==> config.mk <==
export PLATFORM = sky130hd
export DESIGN_NAME = uart_rx
export DESIGN_NICKNAME = d
export VERILOG_FILES = /design/src/rtl/uart_rx.sv
export SDC_FILE = /design/constraint.sdc
export NUM_CORES = 1
export LEC_CHECK = 0
export CAP_MARGIN = 5
export CORE_UTILIZATION = 28
export CTS_BUF_LIST = sky130_fd_sc_hd__clkbuf_8
export DETAILED_ROUTE_END_ITERATION = 6
export GPL_TIMING_DRIVEN = 0
export PLACE_DENSITY_LB_ADDON = 0.25
export SLEW_MARGIN = 15
export SYNTH_ARGS = -nofsm -noshare
export SYNTH_HDL_FRONTEND = slang
export SYNTH_SLANG_ARGS = --single-unit
==> constraint.sdc <==
create_clock -name clk -period 3.48 [get_ports clk]
set_input_delay 0.696 -clock clk [delete_from_list [all_inputs] [get_ports clk]]
set_output_delay 0.696 -clock clk [all_outputs]
set_load 0.03 [all_outputs]
==> src/rtl/uart_rx.sv <==
// uart_rx: 8-bit asynchronous serial receiver.
// Frame: 1 start bit, 8 data bits LSB first, optional even parity bit, 1 stop bit.
// Each received byte is reported with parity and framing error flags.
module uart_rx #(
  parameter int CLK_FREQ   = 50_000_000,
  parameter int BAUD       = 115_200,
  parameter int OVERSAMPLE = 16,
  parameter int TICK_DIV   = CLK_FREQ / (BAUD * OVERSAMPLE)
) (
  input  logic       clk,
  input  logic       reset,
  input  logic       rx_pin,
  input  logic       parity_enable,
  output logic [7:0] rx_data,
  output logic       data_ready,
  output logic       parity_err,
  output logic       frame_err
);

  if (TICK_DIV < 1) begin : g_bad_tick_div
    $error("uart_rx: TICK_DIV must be >= 1");
  end
  if (OVERSAMPLE < 4 || (OVERSAMPLE % 2) != 0) begin : g_bad_oversample
    $error("uart_rx: OVERSAMPLE must be even and >= 4");
  end

  localparam int TD_W = (TICK_DIV > 1) ? $clog2(TICK_DIV) : 1;
  localparam int OS_W = $clog2(OVERSAMPLE);
  localparam logic [TD_W-1:0] TD_LAST = TD_W'(TICK_DIV - 1);
  localparam logic [OS_W-1:0] OS_LAST = OS_W'(OVERSAMPLE - 1);
  localparam logic [OS_W-1:0] OS_MID  = OS_W'(OVERSAMPLE / 2 - 1);

  typedef enum logic [2:0] {
    S_IDLE, S_START, S_DATA, S_PARITY, S_STOP, S_BREAK
  } state_t;

  state_t          state, state_nxt;
  logic            sync1, rxs;
  logic [TD_W-1:0] tick_cnt;
  logic            tick;
  logic [OS_W-1:0] os_cnt;
  logic [2:0]      bit_idx;
  logic [7:0]      shift;
  logic            par_en_q;
  logic            par_mis;
  logic            start_edge;
  logic            sample;
  logic            busy;

  // Two-flop synchronizer; idles high to match the line's idle level
  always_ff @(posedge clk or negedge reset) begin
    if (!reset) begin
      sync1 <= 1'b1;
      rxs   <= 1'b1;
    end else begin
      sync1 <= rx_pin;
      rxs   <= sync1;
    end
  end

  assign tick = (tick_cnt == TD_LAST);

  // State register
  always_ff @(posedge clk or negedge reset) begin
    if (!reset) state <= S_IDLE;
    else        state <= state_nxt;
  end

  // Next-state logic
  always_comb begin
    state_nxt = state;
    case (state)
      S_IDLE:   if (!rxs) state_nxt = S_START;
      S_START:  if (sample) state_nxt = rxs ? S_IDLE : S_DATA;
      S_DATA:   if (sample && bit_idx == 3'd7) state_nxt = par_en_q ? S_PARITY : S_STOP;
      S_PARITY: if (sample) state_nxt = S_STOP;
      // Leaving at mid-stop-bit leaves half a bit to catch a following start edge
      S_STOP:   if (sample) state_nxt = rxs ? S_IDLE : S_BREAK;
      S_BREAK:  if (rxs) state_nxt = S_IDLE;
      default:  state_nxt = S_IDLE;
    endcase
  end

  // FSM control strobes: start detection and per-state sample point
  always_comb begin
    start_edge = 1'b0;
    sample     = 1'b0;
    busy       = 1'b0;
    case (state)
      S_IDLE:  start_edge = !rxs;
      S_START: begin
        busy   = 1'b1;
        sample = tick && (os_cnt == OS_MID);
      end
      S_DATA, S_PARITY, S_STOP: begin
        busy   = 1'b1;
        sample = tick && (os_cnt == OS_LAST);
      end
      default: ;
    endcase
  end

  // Tick and oversample counters; both realign to the detected start edge
  always_ff @(posedge clk or negedge reset) begin
    if (!reset) begin
      tick_cnt <= '0;
      os_cnt   <= '0;
    end else begin
      if (start_edge || tick) tick_cnt <= '0;
      else                    tick_cnt <= tick_cnt + 1'b1;
      if (start_edge)         os_cnt <= '0;
      else if (tick && busy)  os_cnt <= sample ? '0 : os_cnt + 1'b1;
    end
  end

  // Receive datapath and result registers
  always_ff @(posedge clk or negedge reset) begin
    if (!reset) begin
      bit_idx    <= '0;
      shift      <= '0;
      par_en_q   <= 1'b0;
      par_mis    <= 1'b0;
      rx_data    <= '0;
      data_ready <= 1'b0;
      parity_err <= 1'b0;
      frame_err  <= 1'b0;
    end else begin
      data_ready <= 1'b0;
      if (sample) begin
        case (state)
          S_START: if (!rxs) begin
            par_en_q <= parity_enable;
            par_mis  <= 1'b0;
            bit_idx  <= '0;
          end
          S_DATA: begin
            shift   <= {rxs, shift[7:1]};
            bit_idx <= bit_idx + 1'b1;
          end
          S_PARITY: par_mis <= rxs ^ (^shift);
          S_STOP: begin
            rx_data    <= shift;
            parity_err <= par_en_q & par_mis;
            frame_err  <= ~rxs;
            data_ready <= 1'b1;
          end
          default: ;
        endcase
      end
    end
  end

endmodule

==> impl_results.md, run 1 <==
* Most common cell after layout, fill and taps aside: dfrtp_1
* Buffer depth of the longest clock path at 2
* Synthesized instance count at 164
* Root Buffer: clkbuf_8
* Post-CTS Hold Fix Bufs at 0
* Post_cts resized at 0
* Dpl hpwl at 2490 um
* Area Growth Syn to Fin at 19.0%
* Mapped Area at 0.00197 mm^2
* Crit share post-route at 58.1%
* Worst Skew at 0.00846 ns
* Final Hold Vio Count at 0
* CP Launch Type: flop
* WP buf/inv at 1
* Setup CP Type: flop to output pin
* Gpl congestion at 0.785
* LEAKAGE at 0.00113 uW
* DIE WIDTH at 85.8 um
* Status: completed
* Wirelength, routed at 3720 um
* Post-synthesis adder-cell area fraction at 3.18%
* Die extent in y at 85.8 um
* Worst hold path class: input port to async pin
* CP top delay family: buffers and inverters
* Cell Rows at 30
* Setup TNS at 0 ns
* Primary FF master, synth: dfrtp_1
* Main combinational cell family by area after synthesis: simple AND/OR/NAND/NOR gates
* First-pass GRT wire length at 6460 um
* R2R Setup Slk at 1.62 ns
* CTS clk-pin slew, worst paths at 0.08 ns
* Xor/xnor share of the synthesized area at 6.49%
* R2r startpoint: os_cnt[0]$_DFFE_PN0P_
* Slew margin rel. at 65.5%
* Seq/Total Area, Yosys at 48.5%
* Total congestion overflow at 0
* Syn_area_per_cell at 12.0 um^2
* Total track usage at 11.4%
* Number of global-route vias before repair at 1,246
* Post-synth EDFFs at 0
* Via count at 1,271
* RSZ-0062 raised after global routing: false
* Ys Warns at 0
* Seq. cell area at 953 um^2
* Vias per inst at 4.49
* DRC violations left at 0
* Clock sinks at 38
* Hold slack at 0.350 ns
* Nets at 195
* Port-buffer cells at 14
* Dpl cells at 275
* Peak Freq at 0.495 GHz
* Clk Latency, worst-skew pair at 0.29 ns
* Drt first pass iters at 4
* Number of setup buffers added after CTS at 0
* Post-synthesis register bit count at 38
* Worst Reg-to-Reg Cells at 5
* Critical path endpoint category: output pin
* Wire per inst at 13.1 um
* Top post-synthesis cells by area: dfrtp_1 46%, mux2_4 9.2%, ha_1 3.2%
* Non-Filler Instances at 283
* Antenna diode count at 0
* Complex-gate fraction of the synthesized area at 7.70%
* FFs w/ async S/R, synth at 100%
* Fillers at 685
* Initial DRC Count at 94
* Layout cells sized above 1 at 19.8%
* Cell variety after synth at 44
* Final Max Slew Viols at 0
* Slowest cell on crit path: clkdlybuf4s50_1
* Peak supply drop at 0.000159 V
* Most frequent cells in the layout: 36 x dfrtp_1, 13 x nor2_1, 13 x clkdlybuf4s50_1
* CTS Buf Count at 5
* H-tree depth at 2
* Crit Path Max Fanout at 2
* Die Area at 0.00736 mm^2
* Initial antenna violation count at 0
* CTS tree: yes
* Max-cap violations at 0
* CP max stage delay at 0.68 ns
* Synth top area share at 45.8%
* Slew @ Worst Pin at 0.514 ns
* Power Dens Cells at 332 mW/mm^2
* ANT nets after route at 0
* Area of the multi-input gates at 928 um^2
* Core Footprint at 0.00679 mm^2
* Initial cell density of the core at 29.0%
* Worst Path Arrival at 1.33 ns
* Post-synth top area cell: dfrtp_1
* Fin crit period at 2.02 ns
* Reg2reg end: shift[0]$_DFFE_PN0P_
* Synth Area in Simple Gates at 15.7%
* Syn_nets at 173
* Worst Path Required at 2.78 ns
* IO Pins at 15
* Pin count of the biggest net entering global routing at 22
* Mux share of post-synthesis cell area at 14.1%
* Final setup vio count at 0
* Cell Chain, Critical Path: clkdlybuf4s50_1
==> layer usage <==
metal | wire (um) | track usage [%] | part of all wire [%] | up-vias
met2 | 1550 | 15.6 | 42 | 27
met5 | 0 | 0 | 0 | -
met1 | 1960 | 16.5 | 53 | 615
met4 | 81 | 6.21 | 2.2 | 0
met3 | 127 | 2.41 | 3.4 | 6
li1 | - | - | - | 623
==> per-stage QoR <==
step	area, um^2	total power [uW]	setup WS [ns]	utilization, %
finish	2340	777	1.46	34.4
global route	2340	818	1.41	34.4
CTS	2340	797	1.44	34.4
detailed placement	2250	477	1.62	33.1
global placement	2230	474	0.722	32.8
floorplan	1970	459	1.80	-
==> state kept, by name (all words and copies together), names as in the netlist <==
name	count
rxs	1
rx_data	8
state	3
os_cnt	4
frame_err	1
tick_cnt	5
bit_idx	3
par_mis	1
sync1	1
shift	8
parity_err	1
par_en_q	1
data_ready	1
==> layout make-up <==
type / count / area share [%]
plain buffers: 10 / 2.99
clock buffers: 6 / 3.53
clock inverters: 2 / 0.321
inverters: 4 / 0.642
multi-input cells: 112 / 39.7
flip-flops and latches: 38 / 40.7
well taps: 96 / 5.13
repair buffers: 15 / 6.95
==> cells in the mapped netlist, types with 2 or more instances <==
cell	count
dfrtp_1	36
nor2_1	13
mux2_4	12
nand2_1	8
xor2_1	7
nand3_1	6
buf_2	5
ha_1	5
mux2_1	5
o21ai_1	5
xnor2_1	5
a21oi_1	4
inv_1	4
o21ai_0	4
buf_6	3
mux2i_1	3
nand4_1	3
nor2b_1	3
nor3_1	3
a22o_1	2
dfstp_2	2
nand3b_1	2
o2bb2ai_1	2
or2_1	2
==> logic make-up (layout without fill, tap and decap cells) <==
| logic type | after synthesis | count (layout) |
|---|---|---|
| AO/OA/AOI/OAI | 23 | 23 |
| flip-flops | 38 | 38 |
| AND/OR/NAND/NOR | 50 | 50 |
| buffers and inverters | 14 | 37 |
| XOR/XNOR | 13 | 13 |
| adder cells (fa/ha/maj) | 5 | 5 |
| multiplexers | 21 | 21 |
==> power by group <==
group / leakage (uW) / internal [uW] / switching [uW]
clock network: 0.0000538 / 156 / 154
registers: 0.000497 / 444 / 0.794
logic: 0.000582 / 8.52 / 14.2
total: 0.00113 / 608 / 169
==> how the worst max path moves through the flow <==
| stage | slack (ns) | cells after the start | endpoint | startpoint |
|---|---|---|---|---|
| 2_1_floorplan | 1.80 | 6 | shift[0]$_DFFE_PN0P_ | tick_cnt[0]$_DFF_PN0_ |
| 3_3_place_gp | 0.72 | 1 | state[2]$_DFFE_PN0P_ | reset |
| 3_5_place_dp | 1.62 | 6 | shift[3]$_DFFE_PN0P_ | tick_cnt[0]$_DFF_PN0_ |
| 4_1_cts | 1.44 | 1 | rx_data[7] | rx_data[7]$_DFFE_PN0P_ |
| 5_1_grt | 1.41 | 1 | rx_data[7] | rx_data[7]$_DFFE_PN0P_ |
| 6_report | 1.46 | 1 | rx_data[7] | rx_data[7]$_DFFE_PN0P_ |
Note: power is estimated with default switching activity, not from simulation.
==> run 2: changes to the inputs <==
==> constraint.sdc (replaced) <==
create_clock -name clk -period 1.9 [get_ports clk]
set_input_delay 0.38 -clock clk [delete_from_list [all_inputs] [get_ports clk]]
set_output_delay 0.38 -clock clk [all_outputs]
set_load 0.03 [all_outputs]
==> run 2 against run 1 <==
Net effect:
- hold slack worse by 0.31 ns
- clock power up 83%
- non-clock buffer count stayed put
- clock-buffer cell count is the same
- routed wire length fell by 0.70%
- setup slack worse by 1.3 ns
- critical path depth is 4 higher
- combinational power increased by 84%
- critical path type is now flop to flop
- largest power group unchanged
- flip-flop and latch count did not move
- power rose by 83%
==> impl_results.md, run 2 (same netlist as run 1, synthesis figures left out) <==
* Pin count of the biggest net entering global routing at 22 (unchanged)
* Drt first pass iters at 4 (unchanged)
* Core Footprint at 0.00679 mm^2 (unchanged)
* Most frequent cells in the layout: 36 x dfrtp_1, 13 x nor2_1, 13 x clkdlybuf4s50_1
* Reg2reg end: shift[0]$_DFFE_PN0P_
* R2r startpoint: os_cnt[0]$_DFFE_PN0P_
* Worst Reg-to-Reg Cells at 5 (unchanged)
* Largest registers: rx_data (8), shift (8), tick_cnt (5)
* Via count at 1,263 (-0.63%)
* Slew margin rel. at 66.1% (+0.67 points)
* Die Area at 0.00736 mm^2 (unchanged)
* Slew @ Worst Pin at 0.504 ns (-0.00996 ns)
* Number of global-route vias before repair at 1,246 (unchanged)
* LEAKAGE at 0.00113 uW (-0.10%)
* Die extent in y at 85.8 um (unchanged)
* Worst Path Arrival at 1.95 ns (+0.62 ns)
* Antenna diode count at 0 (unchanged)
* Initial cell density of the core at 29.0% (unchanged)
* Port-buffer cells at 14 (unchanged)
* Clock sinks at 38 (unchanged)
* Design area at 0.00234 mm^2 (+0.11%)
* Pwr Total at 1420 uW (+83%)
* Nets at 195 (unchanged)
* Setup TNS at 0 ns (unchanged)
* H-tree depth at 2 (unchanged)
* IO Pins at 15 (unchanged)
* ANT nets after route at 0 (unchanged)
* Initial DRC Count at 106 (+13%)
* Setup CP Type: flop to flop
* Wire per inst at 13.0 um (-0.70%)
* Fin crit period at 1.78 ns
* DRC violations left at 0 (unchanged)
* Crit Path Max Fanout at 10 (+8)
* Crit share post-route at 93.6%
* CTS tree: yes
* Wirelength, routed at 3690 um (-0.70%)
* Peak supply drop at 0.000292 V (+83%)
* Worst Skew at 0.00784 ns (-0.000614 ns)
* Worst Path Required at 2.07 ns (-0.71 ns)
* Dpl hpwl at 2490 um (unchanged)
* Post_cts resized at 0 (unchanged)
* CTS clk-pin slew, worst paths at 0.08 ns (about the same)
* First-pass GRT wire length at 6460 um (unchanged)
* Post-DP Area at 0.00225 mm^2 (unchanged)
* R2R Setup Slk at 0.12 ns (-1.50 ns)
* Worst hold path class: input port to async pin
* Clk Latency, worst-skew pair at 0.29 ns (about the same)
* Root Buffer: clkbuf_8
* Dpl cells at 275 (unchanged)
* Most common cell after layout, fill and taps aside: dfrtp_1
* Gpl congestion at 0.785 (unchanged)
* Cell Rows at 30 (unchanged)
* Final Max Slew Viols at 0 (unchanged)
* Max-cap violations at 0 (unchanged)
* DIE WIDTH at 85.8 um (unchanged)
* CP Launch Type: flop
* RSZ-0062 raised after global routing: false
* Initial antenna violation count at 0 (unchanged)
* Buffer depth of the longest clock path at 2 (unchanged)
* Non-Filler Instances at 283 (unchanged)
* Final Hold Vio Count at 0 (unchanged)
* Number of setup buffers added after CTS at 0 (unchanged)
* Area Growth Syn to Fin at 19.1%
* Vias per inst at 4.46 (-0.63%)
* CTS Buf Count at 5 (unchanged)
* Peak Freq at 0.563 GHz
* Status: completed
* Layout cells sized above 1 at 20.3% (+0.53 points)
* Total congestion overflow at 0 (unchanged)
* Total track usage at 11.4% (unchanged)
* Power Dens Cells at 608 mW/mm^2 (+83%)
* Critical path endpoint category: flop
* Final setup vio count at 0 (unchanged)
* Hold slack at 0.0371 ns (-0.313 ns)
* Post-CTS Hold Fix Bufs at 0 (unchanged)
[run 2: stage by stage]
| step | util, % | worst slack, ns |
|---|---|---|
| 4_1_cts | 34.4 | 0.0224 |
| 3_3_place_gp | 32.8 | -0.542 |
| 6_report | 34.5 | 0.122 |
| 2_1_floorplan | - | 0.217 |
| 5_1_grt | 34.5 | 0.0192 |
| 3_5_place_dp | 33.1 | 0.0367 |
[run 2: power by group]
group | leakage, uW | internal (uW) | total (uW) | switching [uW]
clock network | 0.0000538 | 286 | 567 | 281
registers | 0.000497 | 813 | 815 | 1.45
logic | 0.000581 | 15.6 | 41.8 | 26.2
[run 2: worst max path at each step]
stage                           from                   end  slack, ns  cells past startpoint
3_3_place_gp                   reset  state[2]$_DFFE_PN0P_      -0.54                      1
3_5_place_dp   tick_cnt[0]$_DFF_PN0_  shift[3]$_DFFE_PN0P_       0.04                      6
4_1_cts        tick_cnt[0]$_DFF_PN0_  shift[0]$_DFFE_PN0P_       0.02                      6
2_1_floorplan  tick_cnt[0]$_DFF_PN0_  shift[0]$_DFFE_PN0P_       0.22                      6
5_1_grt        tick_cnt[0]$_DFF_PN0_  state[0]$_DFFE_PN0P_       0.02                      7
6_report       os_cnt[0]$_DFFE_PN0P_  shift[0]$_DFFE_PN0P_       0.12                      5
[run 2: layout make-up]
cell class | count | area (um^2)
buffer | 10 | 70.1
clock buffer | 6 | 82.6
clock inverter | 2 | 7.51
fill | 684 | 4450
inverter | 4 | 15.0
multi-input combinational | 112 | 931
sequential | 38 | 953
tap | 96 | 120
timing repair buffer | 15 | 163
[run 2: critical path: stages (launching register included)]
cell and delay [ns]:
dfrtp_1 0.40, ha_2 0.29, nand3b_1 0.16, nor4_4 0.28
buf_6 0.21, mux2_4 0.31
[run 2: per-layer routing]
metal | up-vias | wire length, um | GRT usage, %
li1 | 620 | - | -
met1 | 610 | 1940 | 16.5
met2 | 27 | 1540 | 15.6
met3 | 6 | 129 | 2.41
met4 | 0 | 77 | 6.21
met5 | - | 0 | 0
